<file path="src/rtl/uart_receiver.sv">
// rtl/uart_receiver.sv - 8N1 UART receiver, 16x oversampling, first-word-fall-through receive FIFO
//
// Purpose:
//   Deserialises frames on data_in at one of four baud rates. Bits are sampled at their centre,
//   LSB first. Good bytes are pushed into a FWFT FIFO that the host drains with read_enable.
//   Framing, overrun and parity problems are reported as one-clock pulses.
//   Optional feature macro: UART_RECEIVER_PARITY_EN. When defined, an even parity bit is
//   expected between the data bits and the stop bit.
//
// Ports:
//   clock                - system clock, rising edge
//   reset                - asynchronous, active-high reset
//   data_in              - serial line, idle high, asynchronous to clock
//   read_enable          - pops the FIFO head when the FIFO is not empty
//   buffer_threshold     - level compare value for buffer_level_reached
//   baudrate_select      - 00 = 9600, 01 = 19200, 10 = 57600, 11 = 115200
//   data_out             - FIFO head, valid while buffer_empty is 0
//   buffer_empty         - FIFO holds no entries
//   buffer_level_reached - FIFO count >= buffer_threshold
//   frame_error          - pulse: stop bit sampled 0
//   overrun              - pulse: good byte dropped because the FIFO was full
//   parity_error         - pulse: parity mismatch (tied 0 without the parity feature)
module uart_receiver #(
   parameter int CLOCK_FREQUENCY = 50_000_000,
   parameter int FIFO_DEPTH      = 64
) (
   input  logic       clock,
   input  logic       reset,
   input  logic       data_in,
   input  logic       read_enable,
   input  logic [5:0] buffer_threshold,
   input  logic [1:0] baudrate_select,
   output logic [7:0] data_out,
   output logic       buffer_empty,
   output logic       buffer_level_reached,
   output logic       frame_error,
   output logic       overrun,
   output logic       parity_error
);
   localparam int AW        = $clog2(FIFO_DEPTH);
   localparam int CW        = AW + 1;
   localparam int DIV_9600  = CLOCK_FREQUENCY / (16 * 9600) - 1;
   localparam int DIV_19200 = CLOCK_FREQUENCY / (16 * 19200) - 1;
   localparam int DIV_57600 = CLOCK_FREQUENCY / (16 * 57600) - 1;
   localparam int DIV_115K  = CLOCK_FREQUENCY / (16 * 115200) - 1;
   // The slowest rate has the largest divisor, so it sizes the tick counter.
   localparam int TW        = (DIV_9600 > 0) ? $clog2(DIV_9600 + 1) : 1;

   typedef enum logic [2:0] {
      WAIT_IDLE,
      IDLE,
      START,
      DATA,
`ifdef UART_RECEIVER_PARITY_EN
      PARITY,
`endif
      STOP
   } state_t;

   state_t         state_q, state_d;
   logic [1:0]     sync_q, sync_d;
   logic           line_prev_q, line_prev_d;
   logic [1:0]     baud_q, baud_d;
   logic [TW-1:0]  tick_cnt_q, tick_cnt_d;
   logic [3:0]     os_cnt_q, os_cnt_d;
   logic [2:0]     bit_cnt_q, bit_cnt_d;
   logic [7:0]     shift_q, shift_d;
   logic           discard_q, discard_d;
   logic           frame_error_q, frame_error_d;
   logic           overrun_q, overrun_d;
   logic [AW-1:0]  wr_ptr_q, wr_ptr_d;
   logic [AW-1:0]  rd_ptr_q, rd_ptr_d;
   logic [CW-1:0]  count_q, count_d;
   logic [7:0]     mem [FIFO_DEPTH];

   logic           line;
   logic           tick;
   logic [TW-1:0]  divisor;
   logic           push_req;
   logic           push;
   logic           pop;
   logic           full;

   assign line = sync_q[1];

   always_comb begin
      case (baud_q)
         2'd0:    divisor = TW'(DIV_9600);
         2'd1:    divisor = TW'(DIV_19200);
         2'd2:    divisor = TW'(DIV_57600);
         default: divisor = TW'(DIV_115K);
      endcase
   end

   assign tick = (tick_cnt_q == divisor);

`ifdef UART_RECEIVER_PARITY_EN
   logic parity_error_q, parity_error_d;
   assign parity_error = parity_error_q;
`else
   assign parity_error = 1'b0;
`endif

   // Receive state machine, synchroniser and oversampling counters.
   always_comb begin
      state_d       = state_q;
      sync_d        = {sync_q[0], data_in};
      line_prev_d   = line;
      baud_d        = baud_q;
      tick_cnt_d    = tick ? '0 : tick_cnt_q + TW'(1);
      os_cnt_d      = os_cnt_q;
      bit_cnt_d     = bit_cnt_q;
      shift_d       = shift_q;
      discard_d     = discard_q;
      push_req      = 1'b0;
      frame_error_d = 1'b0;
`ifdef UART_RECEIVER_PARITY_EN
      parity_error_d = 1'b0;
`endif
      if (state_q != WAIT_IDLE && state_q != IDLE && tick) begin
         os_cnt_d = os_cnt_q + 4'd1;
      end
      case (state_q)
         WAIT_IDLE: begin
            if (line) begin
               state_d = IDLE;
            end
         end
         IDLE: begin
            // Start edge: realign the tick phase and freeze the rate for this frame.
            if (line_prev_q && !line) begin
               state_d    = START;
               baud_d     = baudrate_select;
               tick_cnt_d = '0;
               os_cnt_d   = '0;
               bit_cnt_d  = '0;
               discard_d  = 1'b0;
            end
         end
         START: begin
            // The 8th tick is the start-bit centre; later bits are 16 ticks apart.
            if (tick && os_cnt_q == 4'd7) begin
               os_cnt_d = '0;
               state_d  = line ? IDLE : DATA;
            end
         end
         DATA: begin
            if (tick && os_cnt_q == 4'd15) begin
               shift_d   = {line, shift_q[7:1]};
               bit_cnt_d = bit_cnt_q + 3'd1;
               if (bit_cnt_q == 3'd7) begin
`ifdef UART_RECEIVER_PARITY_EN
                  state_d = PARITY;
`else
                  state_d = STOP;
`endif
               end
            end
         end
`ifdef UART_RECEIVER_PARITY_EN
         PARITY: begin
            if (tick && os_cnt_q == 4'd15) begin
               if (line != ^shift_q) begin
                  parity_error_d = 1'b1;
                  discard_d      = 1'b1;
               end
               state_d = STOP;
            end
         end
`endif
         STOP: begin
            // Leave at the stop-bit centre so a back-to-back start edge is not missed.
            if (tick && os_cnt_q == 4'd15) begin
               if (line) begin
                  push_req = !discard_q;
                  state_d  = IDLE;
               end else begin
                  frame_error_d = 1'b1;
                  state_d       = WAIT_IDLE;
               end
            end
         end
         default: state_d = WAIT_IDLE;
      endcase
   end

   // FIFO bookkeeping. A push into a full FIFO only succeeds if a pop frees a slot this cycle.
   assign buffer_empty         = (count_q == '0);
   assign full                 = (count_q == CW'(FIFO_DEPTH));
   assign pop                  = read_enable && !buffer_empty;
   assign push                 = push_req && (!full || pop);
   assign data_out             = buffer_empty ? 8'h00 : mem[rd_ptr_q];
   assign buffer_level_reached = (32'(count_q) >= 32'(buffer_threshold));
   assign frame_error          = frame_error_q;
   assign overrun              = overrun_q;

   always_comb begin
      overrun_d = push_req && full && !pop;
      wr_ptr_d  = push ? wr_ptr_q + AW'(1) : wr_ptr_q;
      rd_ptr_d  = pop ? rd_ptr_q + AW'(1) : rd_ptr_q;
      count_d   = count_q + CW'(push) - CW'(pop);
   end

   always_ff @(posedge clock) begin
      if (push) begin
         mem[wr_ptr_q] <= shift_q;
      end
   end

   always_ff @(posedge clock or posedge reset) begin
      if (reset) begin
         state_q       <= WAIT_IDLE;
         sync_q        <= 2'b11;
         line_prev_q   <= 1'b1;
         baud_q        <= 2'd0;
         tick_cnt_q    <= '0;
         os_cnt_q      <= '0;
         bit_cnt_q     <= '0;
         shift_q       <= '0;
         discard_q     <= 1'b0;
         frame_error_q <= 1'b0;
         overrun_q     <= 1'b0;
         wr_ptr_q      <= '0;
         rd_ptr_q      <= '0;
         count_q       <= '0;
`ifdef UART_RECEIVER_PARITY_EN
         parity_error_q <= 1'b0;
`endif
      end else begin
         state_q       <= state_d;
         sync_q        <= sync_d;
         line_prev_q   <= line_prev_d;
         baud_q        <= baud_d;
         tick_cnt_q    <= tick_cnt_d;
         os_cnt_q      <= os_cnt_d;
         bit_cnt_q     <= bit_cnt_d;
         shift_q       <= shift_d;
         discard_q     <= discard_d;
         frame_error_q <= frame_error_d;
         overrun_q     <= overrun_d;
         wr_ptr_q      <= wr_ptr_d;
         rd_ptr_q      <= rd_ptr_d;
         count_q       <= count_d;
`ifdef UART_RECEIVER_PARITY_EN
         parity_error_q <= parity_error_d;
`endif
      end
   end
endmodule

</file>
<file path="config.mk">
export PLATFORM = sky130hd
export DESIGN_NAME = uart_receiver
export DESIGN_NICKNAME = d
export VERILOG_FILES = /design/src/rtl/uart_receiver.sv
export SDC_FILE = /design/constraint.sdc
export NUM_CORES = 1
export LEC_CHECK = 0
export BUFFER_PORTS_ARGS = -buffer_cell sky130_fd_sc_hd__buf_2
export CAP_MARGIN = 10
export CORE_MARGIN = 2
export CORE_UTILIZATION = 65
export DETAILED_ROUTE_END_ITERATION = 6
export GPL_TIMING_DRIVEN = 0
export PLACE_DENSITY = 0.82
export SLEW_MARGIN = 20
export SYNTH_ARGS = -nofsm -noshare
export SYNTH_HDL_FRONTEND = slang
export SYNTH_SLANG_ARGS = --single-unit
</file>
<file path="constraint.sdc">
create_clock -name clock -period 7.5 [get_ports clock]
set_input_delay 0 -clock clock [delete_from_list [all_inputs] [get_ports clock]]
set_output_delay 0 -clock clock [all_outputs]
set_load 0.02 [all_outputs]
</file>
Yosys cells after proc, flatten, opt, wreduce, memory -nomap -nowiden
Memories as Yosys holds them, arrays and structs flattened.
Index checks and enable logic that the tools add are counted.
- output and inout port bits: 13
- memories: 1
- input bits: 12
- bits in registers: 53
- bits in writable memories: 512
- order comparisons: 1
- equality and inequality tests: 18
- reduce and logical (&&, ||, !) cells: 23
- add/subtract/negate cells: 7
- muxes and demuxes: 29
- memory list (name ; words ; width ; read ports ; clocked after Yosys merged registers in ; wr ports ; line ; text):
    mem ; 64 ; 8 ; 1 ; 0 ; 1 ; 74 ; logic [7:0] mem [FIFO_DEPTH];
- operators with widths (operator ; count):
    9-bit two-way mux ; 3
    9-bit one-hot mux with 3 select lines ; 1
    3-bit two-way mux ; 8
    3-bit one-hot mux with 5 select lines ; 1
    6-bit by 1-bit adder with 6-bit output, second input constant ; 2
    4-bit two-way mux ; 3
    2-bit != test, second input constant ; 6
    9-bit by 1-bit adder with 9-bit output, second input constant ; 1
    9-bit == test ; 1
    1-bit logical AND ; 9
    1-bit two-way mux ; 9
    8-bit two-way mux ; 1
    4-bit one-hot mux with 2 select lines ; 1
    7-bit by 1-bit adder with 7-bit output ; 1
    7-bit == test, second input constant ; 1
    7-bit by 6-bit greater-or-equal comparator with 1-bit output ; 1
    7-bit zero test ; 1
    7-bit by 1-bit subtractor with 7-bit output ; 1
    3-bit by 2-bit == test with 1-bit output, second input constant ; 2
    3-bit == test, second input constant ; 2
    3-bit one-hot mux with 2 select lines ; 1
    6-bit AND reduction ; 1
    4-bit by 1-bit adder with 4-bit output, second input constant ; 1
    4-bit by 3-bit == test with 1-bit output, second input constant ; 1
    other kinds (15) ; 19

Logic depth before layout (Yosys ltp)
Gate-level depths: netlist of the first run.
- depth in word-level cells: 9
- depth in mapped cells: 17

Least setup slack after synthesis of the first run
No wires, ideal clock.
- kind: reg-to-reg
- start: register baud_q[0]
- end: register count_q[6]
- path slack: 4.008 ns
- arrival time: 3.367 ns
- period minus slack after synthesis: 3.492 ns
- data required time: 7.375 ns
- stages on the path, launching flop included: 18
- cell sequence: dfrtp_1 > inv_1 > ha_1 > or3_1 > a221oi_2 > o2111ai_1 > or3_1 > buf_2 > clkbuf_1 > o21ai_0 > ha_1 > fa_1 > a21oi_1 > nor2_1 > o21ai_0 > a21oi_1 > nor2_1 > xnor2_1
- longest elaborated chain between the ends: 9
- elaborated cells on any way between the ends: 11
- classes of those cells: add/sub (2); eq/ne (3); mux (3); reduce/logical (3)
- RTL lines (item ; line ; text):
    from (decl) ; 63 ; logic [1:0] baud_q, baud_d;
    from (signal assigned) ; 233 ; baud_q <= baud_d;
    2-bit == test, or another cell as far along ; 87 ; case (baud_q)
    9-bit one-hot mux with 3 select lines (*) ; 87 ;
    9-bit == test (*) ; 95 ; assign tick = (tick_cnt_q == divisor);
    1-bit logical AND (*) ; 173 ; if (tick && os_cnt_q == 4'd15) begin
    1-bit two-way mux (*) ; 173 ;
    1-bit two-way mux (*) ; 123 ; case (state_q)
    1-bit logical AND (*) ; 191 ; assign push = push_req && (!full || pop);
    7-bit by 1-bit adder with 7-bit output (*) ; 201 ; count_d = count_q + CW'(push) - CW'(pop);
    7-bit by 1-bit subtractor with 7-bit output (*) ; 201 ;
    net count_d[6] ; 73 ; logic [CW-1:0] count_q, count_d;
    to (signal assigned) ; 243 ; count_q <= count_d;
    to (decl) ; 73 ;
The timed path passes the listed nets; every way through them passes the cells marked *.
A chain may end at the register's enable or synchronous reset.

Worst setup path after layout of the first run
- start: register rd_ptr_q[1]
- end: output port data_out[3]
- longest elaborated chain between the ends: 2
- RTL lines (item ; line ; text):
    from (decl) ; 72 ; logic [AW-1:0] rd_ptr_q, rd_ptr_d;
    from (signal assigned) ; 242 ; rd_ptr_q <= rd_ptr_d;
    memory read 64 x 8 bit ; - ;
    8-bit two-way mux ; 192 ; assign data_out = buffer_empty ? 8'h00 : mem[rd_ptr_q];
    to (decl) ; 33 ; output logic [7:0] data_out,
No other way between the ends.

==> qor.txt, run 1 <==
# rows: 68
Share of the synthesized area in the top cell type: 67.78%
Tmin final: 4.969 ns
Global placement routability congestion: 0.9328
Syn-to-layout area delta: 13.52%
Dpl hpwl: 35310 microns
Largest net degree at the start of global routing: 54
Syn Std Cell Area: 22680 sq um
Nets: 1293
Post-route cell area: 25750 sq um
PortBufs: 23
First DRT Iteration DRCs: 2188
Unique masters post-synth: 51
Layout cell share with drive strength beyond 1: 29.52%
Area of the core: 34460 sq um
Post-synth EDFFs: 512
Period utilisation layout: 66.25%
Syn Inst Count: 1148
Slew Viols, Final: 0
Root Buffer Master: clkbuf_16
Hold Crit Class: in2reg
Drt total wl: 57490 microns
Max incr delay on CP: 0.93 ns
Die span in x: 190.8 microns
Max_cap viols: 0
Sum Neg Setup Slack: 0 ns
Via density: 7.001
Final setup fails: 0
GRT Util Overall: 33.02%
Family with the most delay on the worst path: buffers and inverters
Crit path DAT: 4.97 ns
Ranking of synthesized cells by area: edfxtp_1 (68%), mux4_2 (15%), dfrtp_1 (5.5%), nor3_1 (1.4%), ha_1 (1.3%)
Leak: 0.007046 uW
CTS tree: built
Crit path top cell by count: clkbuf_1
Critical Path End Type: output pin
Crit path max fanout: 10
Clock Pin Slew Worst Setup and Hold Paths: 0.07 ns
Critical path buffers and inverters: 4
Synth Warn #: 0
Top_reg_cell synth: edfxtp_1
Critical path class: reg2out
Crit start category: register
Clock latency on the worst-skew pair: 0.58 ns
Power Density: 309.3 nW/um^2
Placed cell areas: 23960 sq um
Max transition margin: 19.06%
Vias in the first global route: 12770
Worst-margin pin slew: 1.201 ns
# DRC: 0
Clk buf depth: 3
Wire per inst: 32.74 microns
GRT Residual Overflow: 0
Final Hold Vio Count: 0
RSZ-0062 raised after global routing: false
Initial antenna violation count: 0
Drt pass-1 iters: 7
Seq/Total Area, Yosys: 73.64%
Mean post-synth cell area: 19.76 sq um
Clock sinks: 565
Clock skew: 0.02914 ns
Initial core utilization: 65.83%
DR vias: 12290
Worst EP required: 7.50 ns
Die ar.: 36410 sq um
Seq cells post-synth: 565
Status: finished, final reports clean
Cells along the critical path: clkbuf_1, buf_1, clkbuf_1, a21oi_1, a221oi_1, a31oi_1, o21ai_0, buf_2
Synth async-reset ratio: 9.381%
Io pins: 25
First-pass GRT wire length: 84120 microns
Fmax achieved: 0.2013 GHz
Post-synthesis net count: 1185
Ant. Diodes: 0
Area leader, netlist: edfxtp_1
Slowest cell on crit path: buf_1
Routed Antenna Nets: 0
Max VDD drop: 0.3078 mV
CTS Buf Count: 53
H-tree depth: 2
Die Span Y: 190.8 microns
-- area by class of cell --
| cell class | instances | area [sq um] |
|---|---|---|
| fill | 1794 | 8708 |
| clock inverter | 32 | 309.0 |
| clock buffer | 68 | 1435 |
| multi-input combinational | 499 | 5918 |
| sequential | 565 | 16710 |
| timing repair buffer | 53 | 460.4 |
| inverter | 24 | 92.59 |
| tap | 455 | 569.3 |
| buffer | 60 | 250.2 |
-- final timing paths --
path                        startpoint     endpoint  slack [ns]  cells after the start
max                        rd_ptr_q[1]  data_out[3]        2.53                      8
max reg2reg                  baud_q[0]   count_q[6]        3.09                     17
min reg2reg                  sync_q[0]    sync_q[1]        0.36                      0
max in group asynchronous        reset   shift_q[4]        6.93                      3
min                            data_in    sync_q[0]        0.07                      2
min in group asynchronous        reset   shift_q[0]        0.09                      3
-- cells in the final DEF (no fill, tap or decap), types with 3 or more instances in the layout --
cell type	instances
nand4_1	4
dlygate4sd3_1	5
mux2i_1	16
ha_1	24
or2_2	3
bufinv_16	6
inv_1	22
and2_1	3
xnor2_1	11
xor2_1	15
o22ai_1	9
clkbuf_1	45
buf_4	18
clkinv_1	11
buf_1	9
dfrtp_1	42
buf_12	7
nand3_1	16
a211oi_1	7
nor3_2	56
a21o_1	6
nor3_1	7
dfstp_2	3
buf_2	40
nor3b_1	3
nand3b_1	3
nand2_1	39
or3_1	10
mux2_2	14
a21oi_1	11
o21ai_0	22
clkbuf_16	55
clkinv_2	11
mux4_2	148
a22oi_1	3
or3b_2	4
nor2_1	38
nor2b_1	5
dfrtp_2	8
edfxtp_1	512
-- timing repair --
item	CTS	global route
gates resized for setup	0	0
hold buffers	5	0
hold endpoints to repair	57	0
buffers inserted	0	0
-- synth_stat cells (all sizes together), types with 15 or more instances --
cell type,n
clkbuf,33
ha,24
edfxtp,512
mux2i,16
inv,24
buf,27
nand2,39
nor3,63
xor2,15
nor2,38
o21ai,22
dfrtp,50
nand3,16
mux4,148
-- where the power goes --
part           leakage (uW)  internal, uW  switching (uW)
Sequential          0.00417          3460            84.3
Combinational       0.00203           615            1100
Clock              0.000853          1560            1150
Total               0.00705          5630            2330
-- metrics by stage --
stage                     setup slack [ns]  power (uW)  hold WS, ns  utilization [%]  cells
after global placement               2.990        5187       0.1098            67.81   1626
after CTS                            2.722        7922      0.06380            74.73   1756
final                                2.531        7965      0.07096            74.73   1756
after floorplan                      4.008        4716     0.004478                -   1148
after detailed placement             3.194        5242       0.1134            69.52   1651
after global routing                 2.539        8156      0.07803            74.73   1756
-- logic make-up after synthesis --
kind of cell / Yosys count / synth area share (%)
mux: 178 / 16.10
xor+xnor: 27 / 1.076
compound gates: 71 / 2.008
flops: 565 / 73.64
simple gates: 197 / 4.247
buf+inv: 84 / 1.500
other cells: 1 / 0.01653
fa+ha+maj: 25 / 1.412
-- state kept, by name, indices dropped and copies added, names as in the netlist, 2 cells and up --
signal / flops
sync_q: 2
mem: 512
baud_q: 2
tick_cnt_q: 9
count_q: 7
state_q: 3
os_cnt_q: 4
wr_ptr_q: 6
rd_ptr_q: 6
shift_q: 8
bit_cnt_q: 3
-- routing by layer --
metal  track usage (%)  up-vias  part of all wire (%)
met5                 0        -                     0
met4             15.41        0                   5.2
met3             7.987      208                    11
met2             53.64      920                    50
met1             42.78     6283                    34
li1                  -     4882                     -
(Power assumes the default switching activity.)
==> run 2: changes to the inputs <==
Settings changed: CORE_UTILIZATION 65 to 63, PLACE_DENSITY 0.82 to 0.8.
Clock period 7.5 ns to 5.1 ns, I/O delays scaled along.
==> qor.txt, run 2 (synthesized netlist as in run 1, its figures left out) <==
Layout cell share with drive strength beyond 1: 30.47%
Period utilisation layout: 97.44%
Routed Antenna Nets: 0
Status: finished, final reports clean
Syn-to-layout area delta: 14.03%
Sum Neg Setup Slack: 0 ns
R2r startpoint: baud_q[0]
Critical Path Sink: data_out[3]
Largest registers: mem x512, tick_cnt_q x9, shift_q x8
Initial antenna violation count: 0
Max VDD drop: 0.2789 mV
Slowest cell on crit path: buf_1
Worst EP required: 5.10 ns
Slew Viols, Final: 0
Via density: 6.842
Die Span Y: 193.8 microns
Largest register by flop count: mem
H-tree depth: 2
Critical path class: reg2out
Fin util: 72.90%
Number of flip-flops under the largest register name: 512
Dpl hpwl: 34810 microns
Largest net degree at the start of global routing: 54
DR vias: 12170
First-pass GRT wire length: 82770 microns
# DRC: 0
R2R Setup Slk: 0.75 ns
# rows: 69
Family with the most delay on the worst path: buffers and inverters
Tmin final: 4.969 ns
Wire per inst: 31.54 microns
RR Endpoint: count_q[6]
Fmax achieved: 0.2012 GHz
Hold Crit Class: in2reg
Nets: 1308
CTS tree: built
Cell count along the critical path: 8
Die span in x: 193.8 microns
Commonest non-fill, non-tap cells in the layout: edfxtp_1 (512), mux4_2 (148), clkbuf_16 (57), nor3_2 (56), clkbuf_1 (43)
Post-place setup slack: 0.8913 ns
Most common cell after layout, fill and taps aside: edfxtp_1
Final Hold Vio Count: 0
Clock latency on the worst-skew pair: 0.59 ns
PortBufs: 23
Drt total wl: 56080 microns
Io pins: 25
Die ar.: 37540 sq um
Drt pass-1 iters: 6
Power Density: 449.8 nW/um^2
Max transition margin: 20.73%
Crit path DAT: 4.97 ns
GRT Util Overall: 30.70%
Clock sinks: 565
Clock Pin Slew Worst Setup and Hold Paths: 0.06 ns
Vias in the first global route: 12390
Filler Cells Inserted: 1910
Global placement routability congestion: 0.9382
RSZ-0062 raised after global routing: false
Register-to-Register Path Depth: 17
Cells along the critical path: clkbuf_1, buf_1, clkbuf_1, a21oi_1, a221oi_1, a31oi_1, o21ai_0, buf_2
GRT Residual Overflow: 0
First DRT Iteration DRCs: 1745
Crit path max fanout: 10
Max_cap viols: 0
Crit start category: register
Crit path top cell by count: clkbuf_1
Max incr delay on CP: 0.92 ns
Clk buf depth: 3
Critical path buffers and inverters: 4
Final setup fails: 0
Area of the core: 35480 sq um
Initial core utilization: 63.93%
Worst-margin pin slew: 1.189 ns
Critical Path Start: rd_ptr_q[1]
Leak: 0.007124 uW
Critical Path End Type: output pin
Root Buffer Master: clkbuf_16
Final WS setup: 0.1308 ns
Clock skew: 0.02077 ns
CTS Buf Count: 54
==> run 2: where the power goes <==
part / internal (uW) / switching [uW]
Sequential: 5090 / 118
Combinational: 904 / 1600
Clock: 2240 / 1690
Total: 8230 / 3410
==> run 2: final cells by class <==
class,instances,area (sq um),share of cell area [%]
buffer,60,252.7,0.9771
multi-input combinational,499,5918,22.88
timing repair buffer,67,580.6,2.244
clock inverter,32,256.5,0.9916
sequential,565,16710,64.62
tap,461,576.8,2.230
inverter,24,92.59,0.3580
clock buffer,69,1471,5.689
antenna,1,2.502,0.009674
==> run 2: repair_timing <==
item,in CTS,in global routing
hold endpoints to repair,57,0
buffers inserted,0,0
gates resized for setup,0,0
hold buffers,5,0
endpoints found under the setup margin,0,0
==> run 2: per-layer routing <==
metal	GRT usage, %	up-vias	wire length, microns
li1	-	4923	-
met5	0	-	0
met3	7.862	171	6416
met1	40.67	6181	19530
met2	49.95	890	27830
met4	11.68	0	2303
==> run 2: per-stage QoR <==
stage | total power [uW] | cell area [sq um] | cells | hold WS, ns
final | 11630 | 25870 | 1778 | 0.06478
after global routing | 11970 | 25860 | 1777 | 0.07240
after CTS | 11630 | 25860 | 1777 | 0.04833
after detailed placement | 7711 | 24080 | 1671 | 0.1065
after global placement | 7653 | 23370 | 1632 | 0.1074
after floorplan | 6935 | 22680 | 1148 | 0.004478
==> run 2: how the worst min path moves through the flow <==
stage                 start         to  slack, ns  cells after the start
floorplan           data_in  sync_q[0]      0.004                      0
global placement    data_in  sync_q[0]       0.11                      1
detailed placement  data_in  sync_q[0]       0.11                      1
CTS                 data_in  sync_q[0]       0.05                      2
global route        data_in  sync_q[0]       0.07                      2
finish              data_in  sync_q[0]       0.06                      2
